[src/rtl/led_bar_ctrl.sv]
`default_nettype none
// ============================================================================
//  Module      : led_bar_ctrl
//  Description : Turns a stream of 12-bit mic samples into a windowed peak
//                level (0-15) with a peak-hold/decay marker, and shares the
//                LED bar between the meter and one override requester.
//  Revision    : 1.0 - initial release
// ============================================================================
module led_bar_ctrl #(
    parameter int BASE      = 2048,  // unsigned sample value meaning silence
    parameter int WIN       = 1024,  // valid samples per window (>= 2)
    parameter int HOLD_WIN  = 4,     // windows the marker holds before decay
    parameter int DECAY_WIN = 2      // windows between marker decrements
) (
    input  logic        clk,
    input  logic        rst_n,
    input  logic        sample_valid,
    input  logic [11:0] sample,
    input  logic        ovr_req,
    input  logic [3:0]  ovr_num,
    output logic        ovr_gnt,
    output logic [3:0]  num,
    output logic [3:0]  peak,
    output logic        win_done
);

    localparam int             c_CNT_W   = (WIN > 2) ? $clog2(WIN) : 1;
    localparam int             c_HCNT_W  = (HOLD_WIN > 1) ? $clog2(HOLD_WIN + 1) : 1;
    localparam int             c_DCNT_W  = (DECAY_WIN > 1) ? $clog2(DECAY_WIN + 1) : 1;
    localparam logic [11:0]    c_BASE    = 12'(BASE);
    localparam logic [c_CNT_W-1:0]  c_WIN_LAST = c_CNT_W'(WIN - 1);
    localparam logic [c_HCNT_W-1:0] c_HOLD     = c_HCNT_W'(HOLD_WIN);
    localparam logic [c_DCNT_W-1:0] c_DECAY    = c_DCNT_W'(DECAY_WIN);

    typedef enum logic [1:0] {
        S_TRACK = 2'd0,
        S_HOLD  = 2'd1,
        S_DECAY = 2'd2
    } state_t;

    // window accumulation
    logic [c_CNT_W-1:0]  r_cnt;
    logic [3:0]          r_wmax;
    logic [3:0]          r_bar;
    logic                r_win_done;

    // peak marker FSM
    state_t              r_state, w_state_nxt;
    logic [3:0]          r_pk, w_pk_nxt;
    logic [c_HCNT_W-1:0] r_hcnt, w_hcnt_nxt, w_hcnt_inc;
    logic [c_DCNT_W-1:0] r_dcnt, w_dcnt_nxt, w_dcnt_inc;
    logic [3:0]          w_pk_dec;

    // output registers
    logic                r_gnt;
    logic [3:0]          r_num;
    logic [3:0]          r_peak_o;

    // combinational datapath
    logic [11:0]         w_mag;
    logic [3:0]          w_lvl;
    logic [3:0]          w_wmax_upd;
    logic                w_close;
    logic [3:0]          w_bar_nxt;
    logic                w_unused_mag;

    // Distance from silence; anything at or beyond 2048 saturates to level 15
    always_comb begin
        w_mag = (sample >= c_BASE) ? (sample - c_BASE) : (c_BASE - sample);
        w_lvl = w_mag[11] ? 4'hF : w_mag[10:7];
    end

    assign w_unused_mag = ^w_mag[6:0];
    assign w_wmax_upd   = (w_lvl > r_wmax) ? w_lvl : r_wmax;
    assign w_close      = sample_valid && (r_cnt == c_WIN_LAST);
    assign w_bar_nxt    = w_close ? w_wmax_upd : r_bar;

    // Window counter and running max; the closing sample counts toward its window
    always_ff @(posedge clk or negedge rst_n) begin
        if (!rst_n) begin
            r_cnt      <= '0;
            r_wmax     <= 4'd0;
            r_bar      <= 4'd0;
            r_win_done <= 1'b0;
        end else begin
            r_win_done <= w_close;
            if (sample_valid) begin
                if (w_close) begin
                    r_cnt  <= '0;
                    r_wmax <= 4'd0;
                    r_bar  <= w_wmax_upd;
                end else begin
                    r_cnt  <= r_cnt + c_CNT_W'(1);
                    r_wmax <= w_wmax_upd;
                end
            end
        end
    end

    // Peak FSM state register
    always_ff @(posedge clk or negedge rst_n) begin
        if (!rst_n) begin
            r_state <= S_TRACK;
            r_pk    <= 4'd0;
            r_hcnt  <= '0;
            r_dcnt  <= '0;
        end else begin
            r_state <= w_state_nxt;
            r_pk    <= w_pk_nxt;
            r_hcnt  <= w_hcnt_nxt;
            r_dcnt  <= w_dcnt_nxt;
        end
    end

    // Peak FSM next state: only advances when a window closes
    always_comb begin
        w_state_nxt = r_state;
        w_pk_nxt    = r_pk;
        w_hcnt_nxt  = r_hcnt;
        w_dcnt_nxt  = r_dcnt;
        w_hcnt_inc  = r_hcnt + c_HCNT_W'(1);
        w_dcnt_inc  = r_dcnt + c_DCNT_W'(1);
        w_pk_dec    = r_pk - 4'd1;
        if (w_close) begin
            case (r_state)
                S_TRACK: begin
                    if (w_bar_nxt < r_pk) begin
                        w_state_nxt = S_HOLD;
                        w_hcnt_nxt  = '0;
                    end else begin
                        w_pk_nxt    = w_bar_nxt;
                    end
                end
                S_HOLD: begin
                    if (w_bar_nxt > r_pk) begin
                        w_pk_nxt    = w_bar_nxt;
                        w_hcnt_nxt  = '0;
                    end else if (w_hcnt_inc == c_HOLD) begin
                        w_state_nxt = S_DECAY;
                        w_hcnt_nxt  = '0;
                        w_dcnt_nxt  = '0;
                    end else begin
                        w_hcnt_nxt  = w_hcnt_inc;
                    end
                end
                S_DECAY: begin
                    if (w_bar_nxt >= r_pk) begin
                        // a strictly higher level restarts the hold period
                        w_pk_nxt    = w_bar_nxt;
                        w_hcnt_nxt  = '0;
                        w_dcnt_nxt  = '0;
                        w_state_nxt = (w_bar_nxt > r_pk) ? S_HOLD : S_TRACK;
                    end else if (w_dcnt_inc == c_DECAY) begin
                        w_dcnt_nxt = '0;
                        if (w_pk_dec <= w_bar_nxt) begin
                            w_pk_nxt    = w_bar_nxt;
                            w_state_nxt = S_TRACK;
                        end else begin
                            w_pk_nxt    = w_pk_dec;
                        end
                    end else begin
                        w_dcnt_nxt = w_dcnt_inc;
                    end
                end
                default: begin
                    w_state_nxt = S_TRACK;
                end
            endcase
        end
    end

    // Output mux: the grant decided this cycle selects what the bar shows next
    always_ff @(posedge clk or negedge rst_n) begin
        if (!rst_n) begin
            r_gnt    <= 1'b0;
            r_num    <= 4'd0;
            r_peak_o <= 4'd0;
        end else begin
            r_gnt    <= ovr_req;
            r_num    <= ovr_req ? ovr_num : w_bar_nxt;
            r_peak_o <= ovr_req ? 4'd0    : w_pk_nxt;
        end
    end

    assign ovr_gnt  = r_gnt;
    assign num      = r_num;
    assign peak     = r_peak_o;
    assign win_done = r_win_done;

endmodule
`default_nettype wire

[config.mk]
export PLATFORM = sky130hd
export DESIGN_NAME = led_bar_ctrl
export DESIGN_NICKNAME = d
export VERILOG_FILES = /design/src/rtl/led_bar_ctrl.sv
export SDC_FILE = /design/constraint.sdc
export NUM_CORES = 1
export LEC_CHECK = 0
export CAP_MARGIN = 20
export CELL_PAD_IN_SITES_DETAIL_PLACEMENT = 2
export CELL_PAD_IN_SITES_GLOBAL_PLACEMENT = 2
export CORE_ASPECT_RATIO = 0.8
export CORE_UTILIZATION = 34
export DETAILED_ROUTE_END_ITERATION = 8
export PLACE_DENSITY_LB_ADDON = 0.12
export SETUP_SLACK_MARGIN = 0.05
export SYNTH_ARGS = -nofsm -noshare
export SYNTH_HDL_FRONTEND = slang
export SYNTH_SLANG_ARGS = --single-unit
[constraint.sdc]
create_clock -name clk -period 4.9 [get_ports clk]
set_clock_uncertainty 0.15 [all_clocks]
set_input_delay 1.47 -clock clk [delete_from_list [all_inputs] [get_ports clk]]
set_output_delay 1.47 -clock clk [all_outputs]
set_load 0.02 [all_outputs]
==> flow_summary.yaml, run 1 <==
global_routing:
  grt_overflow: 0
  antenna_found_initial: 1
  grt_pass1_vias: 3466
  grt_pass1_wl_mm: 22.0
  grt_max_degree: 40
  grt.total_usage_pct: 38.8
die:
  chipHeight_um: 79.8
  io_pins: 30
  dieArea_um2: 7920
  start_util_pct: 36.2
  die_width_um: 99.2
  core_area_um2: 7090
  rows: 27
synth:
  synth_cell_types: 58
  yosys.area.top_type: "dfrtp_1"
  synth.net_count: 325
  synth_top_family_by_area: "compound AO/OA/AOI/OAI gates"
  synth-edff-count: 0
  synth_seq_cells: 39
  syn_area_per_cell_um2: 8.87
  synth-compound-area-share_pct: 26.9
  synth_common_cells: "dfrtp_1, nand2_1, nor2_1"
  netlist_area_um2: 2570
  synth_top_area_share_pct: 38.0
  yosysSeqAreaShare_pct: 38.0
  synthAdderAreaFrac_pct: 7.30
  synth_mux_area_share_pct: 1.27
  synth-simple-area-share_pct: 18.7
  synthFlopType: "dfrtp_1"
  synth-xor-area-share_pct: 3.41
  async_flop_share_pct: 100
  yosysWarnings: 0
  synth_most_common_cell: "dfrtp_1"
  ys_top_cells_by_area: "dfrtp_1, ha_1, o21ai_0"
  netlist_instances: 290
sta:
  rsz0062_at_grt: "yes"
  final-max-slew-violation-count: 0
  hold_slack_ps: 368
  setup_viol: 15
  fin_tns_setup_ps: -17340
  finalCriticalPeriod_ps: 6160
  setup_ws_ps: -1260
  max-slew-margin-rel_pct: 36.3
  worstMarginPinSlew_ps: 955
  min_period_over_period_pct: 126
  fmax_ghz: 0.162
  hold_viol: 0
critical_path:
  path_class: "input port to register"
  r2r_start: "r_cnt[3]"
  ff2ff_path_depth: 14
  endpoint_kind: "register"
  startpoint_type: "input port"
  cp.required_ps: 4920
  r2r_end: "r_pk[1]"
  cp_data_arrival_time_ps: 6190
  endpoint: "peak[3]"
  cp_max_fo: 4
  r2r_slack_ps: 530
  startpoint: "sample[10]"
placed_design:
  portBuffers: 29
  dp_hpwl_mm: 7.59
  gp_congestion: 0.883
power_and_ir_drop:
  p_per_area_nw_per_um2: 295
  total_power_mw: 1.23
  ir_worst_vdd_uv: 174
  combPwrFrac_pct: 39.3
  pwr-share-clk_pct: 25.0
  switching_share_pct: 41.3
  p_switching_uw: 507
  p_int_uw: 720
  power_frac_seq_pct: 35.7
  p_leak_nw: 1.80
routing:
  drtIter0Drc: 275
  postRouteAntennaNets: 0
  routed_via_density: 6.84
  dr.pass1.iters: 5
  route.detailed.drc: 0
  vias: 3326
  wl_per_cell_um: 35.0
  finalWirelength_mm: 17.0
clock_tree:
  cts.sinks: 39
  htree_levels: 2
  cts_root_buf: "clkbuf_8"
  hold_buffers: 0
  cts_buffers: 5
  path_clk_slew_ps: 100
  cts_tree: "built"
  worstSkewPairLatency_ps: 340
  cts_buffer_depth: 2
status:
  violations: "setup timing"
  status: "complete, but fails checks"
run:
  cap_violations: 0
final_layout:
  diodes: 0
  fill_cells: 684
  syn_to_final_growth_pct: 62.0
  drive_above_1_share_pct: 43.9
  fin_nets: 433
min_path:
  hp-start: "r_dcnt[1]"
  min_path_type: "register to register"
[placed cells by master (no fill, tap or decap), drive strengths merged, types with 6 or more instances in the layout]
cell type / instances
inv: 22
nand4: 6
nand3: 11
xnor2: 7
nand2: 26
nor2: 26
clkbuf: 6
clkdlybuf4s50: 19
dfrtp: 39
o31ai: 6
o211ai: 9
ha: 15
buf: 87
a21oi: 15
o21ai: 21
[critical path, stage by stage]
cell	delay [ps]
clkdlybuf4s50_1	580
nor3b_2	390
a31oi_2	200
inv_1	130
ha_1	270
nand4_1	180
o311ai_4	160
or2_4	300
o211ai_1	350
nand2_2	190
ha_4	320
nor2b_4	160
a2bb2oi_4	220
o21ai_4	100
a2111oi_4	390
buf_4	190
a211oi_4	60
buf_4	190
a21oi_2	200
a211oi_2	120
[registers in the layout, indices dropped and copies added, names as in the netlist]
name,flops
r_cnt,10
r_state,2
ovr_gnt,1
r_dcnt,2
r_pk,4
win_done,1
peak,4
num,4
r_wmax,4
r_hcnt,3
r_bar,4
[layer usage]
metal  part of all wire, %  GRT usage, %
met3                   8.3          10.7
met1                    38          44.3
met5                 0.071             0
met2                    47          66.8
met4                   6.8          20.4
[how the worst min path moves through the flow]
| stage | end | slack (ps) | depth (start not counted) |
|---|---|---|---|
| 3_3_place_gp | r_dcnt[1] | 320 | 1 |
| 2_1_floorplan | r_cnt[9] | 300 | 1 |
| 6_report | r_dcnt[1] | 370 | 1 |
| 3_5_place_dp | r_cnt[9] | 340 | 1 |
| 5_1_grt | r_dcnt[1] | 370 | 1 |
| 4_1_cts | r_cnt[9] | 360 | 1 |
[repair_timing]
| item | CTS | global route |
|---|---|---|
| buffers inserted | 17 | 6 |
| cloned | 0 | 0 |
| resized for setup | 100 | 25 |
| endpoints found under the setup margin | 16 | 15 |
| pin swaps | 39 | 20 |
[kinds of logic (layout without fill, tap and decap cells)]
logic type                 Yosys count  in the layout
buffers and inverters               31            140
AOI/OAI and AO/OA                   95             95
DFF                                 39             39
muxes                                3              3
adders and majority gates           15             15
and+or+nand+nor                     97             97
xor gates and xnor gates            10             10
[power by group through the flow]
stage	Clock (mW)	Sequential, mW	Combinational (mW)
floorplan	0	0.407	0.188
CTS	0.292	0.418	0.393
global route	0.313	0.437	0.494
detailed placement	0	0.420	0.336
finish	0.306	0.439	0.483
global placement	0	0.416	0.304
[cell type report]
| class | count | area, µm² | share of cell area (%) |
|---|---|---|---|
| well taps | 87 | 109 | 2.61 |
| inverters | 23 | 86.3 | 2.07 |
| multi-input cells | 220 | 1990 | 47.7 |
| clock inverters | 3 | 43.8 | 1.05 |
| flip-flops and latches | 39 | 976 | 23.4 |
| repair buffers | 109 | 893 | 21.4 |
| clock buffers | 5 | 68.8 | 1.65 |
[metrics by stage]
step           cells  setup WS (ps)  utilization (%)  area, µm²
6_report         486          -1260             58.7       4170
5_1_grt          486          -1330             58.7       4170
4_1_cts          480           -830             56.3       3990
3_5_place_dp     455          -1850             48.5       3440
3_3_place_gp     455          -1490             48.5       3440
2_1_floorplan    290           -919                -       2650
Power figures use the tool's default switching activity.
==> run 2: changes to the inputs <==
--- a/config.mk
+++ b/config.mk
@@ -16,3 +16,4 @@
 export SYNTH_ARGS = -nofsm -noshare
 export SYNTH_HDL_FRONTEND = slang
 export SYNTH_SLANG_ARGS = --single-unit
+export TNS_END_PERCENT = 100
==> results of run 2 <==
Same layout as run 1: the final DEF is identical, and so are final timing and power.
